**src/rtl/median3x3_pipe.sv**
```systemverilog
// median3x3_pipe: streaming 3x3 rank filter (median / max / min / centre).
// One image column (three rows) is accepted per cycle. A 3-column window is
// built from pre-sorted columns, reduced in stage 2, and the selected result
// is registered in stage 3. A single enable (in_ready) stalls every stage.
module median3x3_pipe #(
    parameter int DATA_W = 8
) (
    input  logic              clk,
    input  logic              rst_n,
    input  logic              in_valid,
    output logic              in_ready,
    input  logic              in_sol,
    input  logic [DATA_W-1:0] in_top,
    input  logic [DATA_W-1:0] in_mid,
    input  logic [DATA_W-1:0] in_bot,
    input  logic [1:0]        mode,
    output logic              out_valid,
    input  logic              out_ready,
    output logic [DATA_W-1:0] out_pix
);

    function automatic logic [DATA_W-1:0] max2(input logic [DATA_W-1:0] a, input logic [DATA_W-1:0] b);
        return (a > b) ? a : b;
    endfunction

    function automatic logic [DATA_W-1:0] min2(input logic [DATA_W-1:0] a, input logic [DATA_W-1:0] b);
        return (a > b) ? b : a;
    endfunction

    // Median of three without width growth; exact for ties.
    function automatic logic [DATA_W-1:0] med3(input logic [DATA_W-1:0] a, input logic [DATA_W-1:0] b,
                                               input logic [DATA_W-1:0] c);
        return max2(min2(a, b), min2(max2(a, b), c));
    endfunction

    // Stage 1 state: window of sorted columns, index 0 is the newest column.
    logic [1:0]        fill_q, fill_d;
    logic              s1_valid_q, s1_valid_d;
    logic [1:0]        s1_mode_q, s1_mode_d;
    logic [DATA_W-1:0] win_max_q [3];
    logic [DATA_W-1:0] win_max_d [3];
    logic [DATA_W-1:0] win_med_q [3];
    logic [DATA_W-1:0] win_med_d [3];
    logic [DATA_W-1:0] win_min_q [3];
    logic [DATA_W-1:0] win_min_d [3];
    logic [DATA_W-1:0] win_mid_q [3];
    logic [DATA_W-1:0] win_mid_d [3];

    // Stage 2 state: partial order statistics of the window.
    logic              s2_valid_q, s2_valid_d;
    logic [1:0]        s2_mode_q, s2_mode_d;
    logic [DATA_W-1:0] s2_lo_q, s2_lo_d;
    logic [DATA_W-1:0] s2_md_q, s2_md_d;
    logic [DATA_W-1:0] s2_hi_q, s2_hi_d;
    logic [DATA_W-1:0] s2_gmax_q, s2_gmax_d;
    logic [DATA_W-1:0] s2_gmin_q, s2_gmin_d;
    logic [DATA_W-1:0] s2_ctr_q, s2_ctr_d;

    // Stage 3 state: the output register.
    logic              out_valid_q, out_valid_d;
    logic [DATA_W-1:0] out_pix_q, out_pix_d;

    logic              accept;
    logic [DATA_W-1:0] col_max, col_med, col_min;

    assign in_ready  = !out_valid_q || out_ready;
    assign accept    = in_valid && in_ready;
    assign out_valid = out_valid_q;
    assign out_pix   = out_pix_q;

    // Sort the incoming column into max / med / min.
    always_comb begin
        col_max = max2(max2(in_top, in_mid), in_bot);
        col_min = min2(min2(in_top, in_mid), in_bot);
        col_med = med3(in_top, in_mid, in_bot);
    end

    // Stage 1 next state: shift window and track line fill on accept.
    always_comb begin
        fill_d     = fill_q;
        s1_valid_d = s1_valid_q;
        s1_mode_d  = s1_mode_q;
        for (int i = 0; i < 3; i++) begin
            win_max_d[i] = win_max_q[i];
            win_med_d[i] = win_med_q[i];
            win_min_d[i] = win_min_q[i];
            win_mid_d[i] = win_mid_q[i];
        end
        if (in_ready) begin
            s1_valid_d = 1'b0;
        end
        if (accept) begin
            // Older columns left in the window after a line start are harmless:
            // no token is produced until they have been shifted out.
            if (in_sol) begin
                fill_d = 2'd1;
            end else if (fill_q != 2'd3) begin
                fill_d = fill_q + 2'd1;
            end
            win_max_d[0] = col_max;
            win_med_d[0] = col_med;
            win_min_d[0] = col_min;
            win_mid_d[0] = in_mid;
            for (int i = 1; i < 3; i++) begin
                win_max_d[i] = win_max_q[i-1];
                win_med_d[i] = win_med_q[i-1];
                win_min_d[i] = win_min_q[i-1];
                win_mid_d[i] = win_mid_q[i-1];
            end
            s1_valid_d = (fill_d == 2'd3);
            s1_mode_d  = mode;
        end
    end

    // Stage 2 next state: reduce the three sorted columns.
    always_comb begin
        s2_valid_d = s2_valid_q;
        s2_mode_d  = s2_mode_q;
        s2_lo_d    = s2_lo_q;
        s2_md_d    = s2_md_q;
        s2_hi_d    = s2_hi_q;
        s2_gmax_d  = s2_gmax_q;
        s2_gmin_d  = s2_gmin_q;
        s2_ctr_d   = s2_ctr_q;
        if (in_ready) begin
            s2_valid_d = s1_valid_q;
            s2_mode_d  = s1_mode_q;
            s2_lo_d    = max2(max2(win_min_q[0], win_min_q[1]), win_min_q[2]);
            s2_md_d    = med3(win_med_q[0], win_med_q[1], win_med_q[2]);
            s2_hi_d    = min2(min2(win_max_q[0], win_max_q[1]), win_max_q[2]);
            s2_gmax_d  = max2(max2(win_max_q[0], win_max_q[1]), win_max_q[2]);
            s2_gmin_d  = min2(min2(win_min_q[0], win_min_q[1]), win_min_q[2]);
            s2_ctr_d   = win_mid_q[1];
        end
    end

    // Stage 3 next state: select the result for the token's mode.
    always_comb begin
        out_valid_d = out_valid_q;
        out_pix_d   = out_pix_q;
        if (in_ready) begin
            out_valid_d = s2_valid_q;
            case (s2_mode_q)
                2'd0:    out_pix_d = med3(s2_lo_q, s2_md_q, s2_hi_q);
                2'd1:    out_pix_d = s2_gmax_q;
                2'd2:    out_pix_d = s2_gmin_q;
                default: out_pix_d = s2_ctr_q;
            endcase
        end
    end

    // Stage 1 registers.
    always_ff @(posedge clk or negedge rst_n) begin
        if (!rst_n) begin
            fill_q     <= 2'd0;
            s1_valid_q <= 1'b0;
            s1_mode_q  <= 2'd0;
            for (int i = 0; i < 3; i++) begin
                win_max_q[i] <= '0;
                win_med_q[i] <= '0;
                win_min_q[i] <= '0;
                win_mid_q[i] <= '0;
            end
        end else begin
            fill_q     <= fill_d;
            s1_valid_q <= s1_valid_d;
            s1_mode_q  <= s1_mode_d;
            for (int i = 0; i < 3; i++) begin
                win_max_q[i] <= win_max_d[i];
                win_med_q[i] <= win_med_d[i];
                win_min_q[i] <= win_min_d[i];
                win_mid_q[i] <= win_mid_d[i];
            end
        end
    end

    // Stage 2 registers.
    always_ff @(posedge clk or negedge rst_n) begin
        if (!rst_n) begin
            s2_valid_q <= 1'b0;
            s2_mode_q  <= 2'd0;
            s2_lo_q    <= '0;
            s2_md_q    <= '0;
            s2_hi_q    <= '0;
            s2_gmax_q  <= '0;
            s2_gmin_q  <= '0;
            s2_ctr_q   <= '0;
        end else begin
            s2_valid_q <= s2_valid_d;
            s2_mode_q  <= s2_mode_d;
            s2_lo_q    <= s2_lo_d;
            s2_md_q    <= s2_md_d;
            s2_hi_q    <= s2_hi_d;
            s2_gmax_q  <= s2_gmax_d;
            s2_gmin_q  <= s2_gmin_d;
            s2_ctr_q   <= s2_ctr_d;
        end
    end

    // Stage 3 (output) registers.
    always_ff @(posedge clk or negedge rst_n) begin
        if (!rst_n) begin
            out_valid_q <= 1'b0;
            out_pix_q   <= '0;
        end else begin
            out_valid_q <= out_valid_d;
            out_pix_q   <= out_pix_d;
        end
    end

endmodule

```
**config.mk**
```make
export PLATFORM = sky130hd
export DESIGN_NAME = median3x3_pipe
export DESIGN_NICKNAME = d
export VERILOG_FILES = /design/src/rtl/median3x3_pipe.sv
export SDC_FILE = /design/constraint.sdc
export NUM_CORES = 1
export LEC_CHECK = 0
export ABC_AREA = 1
export CORE_MARGIN = 1
export CORE_UTILIZATION = 45
export CTS_BUF_LIST = sky130_fd_sc_hd__clkbuf_8
export DETAILED_ROUTE_END_ITERATION = 12
export GPL_ROUTABILITY_DRIVEN = 0
export PLACE_DENSITY_LB_ADDON = 0.25
export SLEW_MARGIN = 20
export SYNTH_ARGS = -nofsm -noshare
export SYNTH_HDL_FRONTEND = slang
export SYNTH_SLANG_ARGS = --single-unit
```
**constraint.sdc**
```tcl
create_clock -name clk -period 3.73 [get_ports clk]
set_input_delay 0.746 -clock clk [delete_from_list [all_inputs] [get_ports clk]]
set_output_delay 0.746 -clock clk [all_outputs]
set_load 0.05 [all_outputs]
```
==> run summary, run 1 <==
Relative slew margins - 49.6%
Share of layout cells above drive strength 1 - 35.2%
Crit path largest cell delay - 0.40 ns
CP Data Required Time - 4.09 ns
Total Routing Usage GR - 28.5%
Least-Margin Pin Slew - 0.755 ns
Unrepaired setup endpoints after global routing - true
Vias in the first global route - 11,700
Crit path max fanout - 5
Num CTS Buffers - 17
Finish-stage setup viols - 24
Status - finished with violations
Post-synth EDFFs - 0
CP max-delay cell - dfrtp_1
Nets - 2,086
Slew Limit Fails - 0
Max-cap violations - 0
Setup TNS - -9.49 ns
Post-synth top flop - dfrtp_1
Period utilisation layout - 114%
DIE WIDTH - 160 um
Worst Clk Skew - 0.0156 ns
Failing checks - negative setup slack
Vias per std cell - 5.33
Overall die height - 160 um
Crit Path Category - register to register
H-tree depth - 4
DRC violations left - 0
Worst Setup Start Kind - register
Die area - 25,800 um^2
Detail Placement HPWL - 24,700 um
Core Box Area - 24,500 um^2
Routed WL - 38,100 um
Largest net degree at the start of global routing - 138
Final Util - 67.4%
R2R setup slack - -0.52 ns
Critical path arrival - 4.61 ns
Clk_lat worst skew - 0.47 ns
Antenna violations before repair - 0
Clock Pin Slew Worst Setup and Hold Paths - 0.09 ns
Port Buffer Count - 40
Number of detailed-route iterations in the first pass - 7
Sink Count - 153
Final Critical Period - 4.25 ns
ANT cells - 0
Min-delay worst type - primary input to async pin
Yosys warns - 0
Detail Route Antenna Nets - 0
DR vias - 12,100
Post-synthesis instance area - 11,300 um^2
Top cell by count, worst path - buf_4
Yosys cell types - 35
Syn Nets - 1,770
Mean Syn Cell Area - 7.02 um^2
I/O pin count - 41
Wire per inst - 16.8 um
Syn Inst Count - 1,611
FF+latch count, synth - 153
Critical Path End Type - register
First-pass GRT wire length - 58,600 um
Max Freq - 235 MHz
Iter 0 DRT Violations - 989
Initial Util - 46.2%
Clock Tree Buf Depth - 2
Area grow syn2layout - 45.9%
Asr flop ratio synth - 100%
CTS tree - yes
Cts hold-fix bufs - 0
Grt ovf - 0
Root buf cell - clkbuf_8
Worst slack, placed - -1.26 ns
Register area share after synthesis - 33.9%
Slack of the critical path - -0.524 ns
Final hold vios - 0
Row count - 57
[per-layer routing]
layer | track usage [%] | part of all wire [%] | vias up
met5 | 0 | 0 | -
met4 | 13.9 | 5.3 | 0
met3 | 3.43 | 5.2 | 149
li1 | - | - | 5870
met1 | 36.9 | 42 | 5621
met2 | 47.2 | 48 | 438
[synthesized netlist by cell type (6+ instances only)]
master	instances	share of area, %
o21ai_0	128	5.7
o211ai_1	6	0.40
o21ai_1	18	0.80
nand4_1	10	0.55
a21oi_1	88	3.9
inv_1	197	6.5
or2_2	14	0.77
o22ai_1	9	0.50
dfrtp_1	153	34
ha_1	128	14
nor2_1	46	1.5
clkbuf_1	25	0.83
and2_1	29	1.6
nand2_1	557	18
nand2_2	7	0.39
nand3_1	134	5.9
buf_2	21	0.93
[state kept, by name, summed over array words and instances (netlist names), 8 cells and up]
signal and cells:
out_pix 8, s2_ctr_q 8, s2_gmax_q 8, s2_gmin_q 8
s2_hi_q 8, s2_lo_q 8, s2_md_q 8, win_max_q 24
win_med_q 24, win_mid_q 16, win_min_q 24
[kinds of logic (layout without fill, tap and decap cells)]
family	Yosys count	after routing	synth area share (%)
compound gates	267	270	12.6
fa+ha+maj	128	128	14.2
buf+inv	254	577	9.00
simple gates	809	812	30.3
flops	153	153	33.9
[path summary, 6_finish.rpt]
| path | from | end | cells after the start |
|---|---|---|---|
| worst min-delay path | rst_n | win_min_q[20]$_DFFE_PN0P_ | 1 |
| worst max-delay path | win_med_q[15]$_DFFE_PN0P_ | s2_md_q[0]$_DFFE_PN0N_ | 32 |
| min in group clk | s2_valid_q$_DFFE_PN0N_ | out_valid$_DFFE_PN0N_ | 2 |
| max in group asynchronous | rst_n | s2_gmin_q[5]$_DFFE_PN0N_ | 2 |
| worst max register to register | win_med_q[15]$_DFFE_PN0P_ | s2_md_q[0]$_DFFE_PN0N_ | 32 |
| worst min register to register | s2_valid_q$_DFFE_PN0N_ | out_valid$_DFFE_PN0N_ | 2 |
[layout by cell type (no fill, tap or decap), types with 18 or more instances in the layout]
master / instances
and2_4: 22
dfrtp_1: 153
nand2_4: 35
buf_4: 278
nor2_1: 35
nand2_2: 64
ha_4: 50
nand3_1: 90
nand3_2: 37
inv_1: 162
o21ai_0: 120
clkbuf_8: 18
a21oi_1: 76
buf_6: 23
clkdlybuf4s50_1: 22
nand2_1: 468
inv_2: 25
ha_1: 76
[layout make-up]
| class | count | area, um^2 |
|---|---|---|
| repair buffers | 342 | 2810 |
| inverters | 202 | 828 |
| multi-input cells | 1210 | 8180 |
| flip-flops and latches | 153 | 3830 |
| well taps | 324 | 405 |
| fillers | 1810 | 7970 |
| repair inverters | 1 | 7.51 |
| clock buffers | 18 | 248 |
| clock inverters | 14 | 181 |
[what timing repair did]
action	4_1_cts	5_1_grt
pin swaps	154	121
gates resized for setup	324	104
endpoints found under the hold margin	0	0
buffers inserted	73	21
endpoints found under the setup margin	28	24
cloned	8	0
[worst max-delay path, delay by kind of cell, from the launching register on]
| kind | cells | cell delay (ns) |
|---|---|---|
| and+or+nand+nor | 13 | 1.09 |
| AOI/OAI and AO/OA | 3 | 0.65 |
| adders and majority gates | 2 | 0.47 |
| buffers and inverters | 14 | 1.54 |
| DFF | 1 | 0.40 |
[through the flow]
stage	hold slack, ns	std cells	cell area [um^2]
final	0.258	2264	16500
after global routing	0.298	2264	16500
after CTS	0.283	2244	15900
after detailed placement	0.433	2132	13700
after global placement	0.431	2132	13700
after floorplan	0.420	1611	11500
Power of run 1 is left out: the tool's default activity adds up to more than one toggle a clock period on the data nets, which glitch-free logic cannot reach.
==> run 2, diff against run 1 <==
- ABC_CLOCK_PERIOD_IN_PS: not set -> 3730
==> results of run 2 <==
The final DEF is identical to that of run 1; final timing and power are the same.
Power of run 2 is left out for the same reason.
==> run 3, diff against run 2 <==
--- a/config.mk
+++ b/config.mk
@@ -13,2 +13,3 @@
 export DETAILED_ROUTE_END_ITERATION = 12
+export DONT_BUFFER_PORTS = 1
 export GPL_ROUTABILITY_DRIVEN = 0
--- a/constraint.sdc
+++ b/constraint.sdc
@@ -3,2 +3,2 @@
 set_output_delay 0.746 -clock clk [all_outputs]
-set_load 0.05 [all_outputs]
+set_load 0.005 [all_outputs]
==> run 3 against run 2 <==
The flow finishes with violations (negative hold slack, negative setup slack). Die area did not move. Utilization fell by 5.4 points. Non-clock buffer count fell by 143. Wire length fell by 7.6%. Sequential share of layout area rose by 2.0 points. First-iteration DRC count fell by 20%. Via count fell by 5.4%. Clock skew rose by 0.0080 ns. Final cell count fell by 6.4%. Maximum frequency fell by 1.4%.
==> run summary, run 3 (synthesis results as in run 1) <==
Row count - 57 (unchanged)
Share of layout cells above drive strength 1 - 30.2% (-5.1 points)
Finish-stage setup viols - 24 (unchanged)
Hold slack - -0.0312 ns (-0.289 ns)
Final hold vios - 50 (+50)
Sink Count - 153 (unchanged)
Routed WL - 35,200 um (-7.6%)
Vias per std cell - 5.40 (+1.1%)
Wire per inst - 16.6 um (-1.3%)
Vias in the first global route - 10,600 (-9.5%)
DR vias - 11,400 (-5.4%)
Unrepaired setup endpoints after global routing - true
Period utilisation layout - 116% (+1.7 points)
CP Data Required Time - 4.09 ns (about the same)
Crit path largest cell delay - 0.45 ns (+0.05 ns)
DRC violations left - 0 (unchanged)
Die area - 25,800 um^2 (unchanged)
Commonest non-fill, non-tap cell in the layout - nand2_1
Root buf cell - clkbuf_8
Overall die height - 160 um (unchanged)
Worst Setup Start Kind - register
Status - finished with violations
I/O pin count - 41 (unchanged)
Commonest non-fill, non-tap cells in the layout - 481 x nand2_1, 175 x buf_4, 168 x inv_1, 153 x dfrtp_1, 120 x o21ai_0
Worst Clk Skew - 0.0236 ns (+0.00805 ns)
Crit path max fanout - 6 (+1)
Detail Route Antenna Nets - 0 (unchanged)
Failing checks - negative hold slack, negative setup slack
Leading registers by flop count - win_max_q x24, win_med_q x24, win_min_q x24
Top cell by count, worst path - nand2_2
Iter 0 DRT Violations - 788 (-20%)
Worst slack, placed - -0.617 ns (+0.643 ns)
H-tree depth - 4 (unchanged)
Port Buffer Count - 0 (-100%)
Core Box Area - 24,500 um^2 (unchanged)
Detail Placement HPWL - 24,000 um (-2.7%)
Critical path arrival - 4.68 ns (+0.07 ns)
Initial Util - 46.2% (unchanged)
Nets - 1,940 (-7.0%)
Critical Path End Type - register
Clock Pin Slew Worst Setup and Hold Paths - 0.10 ns (about the same)
Area grow syn2layout - 34.2%
Clock Tree Buf Depth - 2 (unchanged)
Slack of the critical path - -0.586 ns (-0.0621 ns)
Slew Limit Fails - 0 (unchanged)
Crit Path Category - register to register
ANT cells - 0 (unchanged)
Min-delay worst type - primary input to async pin
Largest net degree at the start of global routing - 154 (+12%)
CTS tree - yes
Max-cap violations - 0 (unchanged)
Max Freq - 232 MHz (-1.4%)
CP max-delay cell - dfrtp_1
Clk_lat worst skew - 0.47 ns (about the same)
Grt ovf - 0 (unchanged)
Least-Margin Pin Slew - 0.749 ns (-0.00594 ns)
Number of detailed-route iterations in the first pass - 6 (-1)
Num CTS Buffers - 17 (unchanged)
Antenna violations before repair - 0 (unchanged)
DIE WIDTH - 160 um (unchanged)
First-pass GRT wire length - 53,700 um (-8.4%)
Relative slew margins - 50.0% (+0.40 points)
Total Routing Usage GR - 26.2% (-2.3 points)
Final Critical Period - 4.32 ns (+0.0621 ns)
[run 3: cell count changes in the layout (fill, tap and decap cells not counted), sizes merged]
cell and delta:
buf -121, clkdlybuf4s50 -22, clkinv -3, inv +3, nand2 -2, bufinv -1
[run 3: cell type report]
type | instances | area [um^2]
fillers | 2035 | 9290
repair buffers | 199 | 1660
flip-flops and latches | 153 | 3830
well taps | 324 | 405
inverters | 202 | 828
multi-input cells | 1208 | 8050
clock buffers | 18 | 248
clock inverters | 14 | 154
[run 3: final timing paths]
path,endpoint,cells past startpoint,slack [ns],startpoint
worst min-delay path,win_min_q[22]$_DFFE_PN0P_,0,-0.03,rst_n
worst max register to register,out_pix[0]$_DFFE_PN0N_,32,-0.59,s2_lo_q[3]$_DFFE_PN0N_
max in group asynchronous,s2_gmax_q[4]$_DFFE_PN0N_,0,3.54,rst_n
worst min register to register,out_valid$_DFFE_PN0N_,2,0.46,s2_valid_q$_DFFE_PN0N_
worst max-delay path,out_pix[0]$_DFFE_PN0N_,32,-0.59,s2_lo_q[3]$_DFFE_PN0N_
min in group clk,s1_mode_q[1]$_DFFE_PN0P_,2,0.40,mode[1]
[run 3: routing by layer]
layer | share of wire, % | GRT usage [%]
met5 | 0 | 0
met3 | 5.4 | 3.41
met1 | 44 | 35.6
met2 | 47 | 42.6
met4 | 3.8 | 9.57
[run 3: what timing repair did]
action,4_1_cts,5_1_grt
buffers inserted,32,19
gates cloned,5,0
setup endpoints to repair,24,24
pin swaps,80,128
resized for setup,150,174
hold endpoints to repair,153,153
[run 3: metrics by stage]
stage / cell area, um^2 / instances / utilization [%] / TNS [ns]
4_1_cts: 14200 / 2100 / 57.9 / -4.59
5_1_grt: 15200 / 2118 / 62.0 / -12.65
3_5_place_dp: 12800 / 2031 / 52.4 / -12.60
6_report: 15200 / 2118 / 62.0 / -7.73
3_3_place_gp: 12800 / 2031 / 52.4 / -11.31
2_1_floorplan: 11500 / 1611 / - / -2.08
[run 3: worst max-delay path: cells and delay by family (launching register included)]
kind / cells / cell delay, ns
AO/OA/AOI/OAI: 1 / 0.28
buffers and inverters: 5 / 0.49
flip-flops: 1 / 0.45
adder cells (fa/ha/maj): 3 / 0.88
AND/OR/NAND/NOR: 23 / 2.11
Power of run 3 is left out for the same reason.
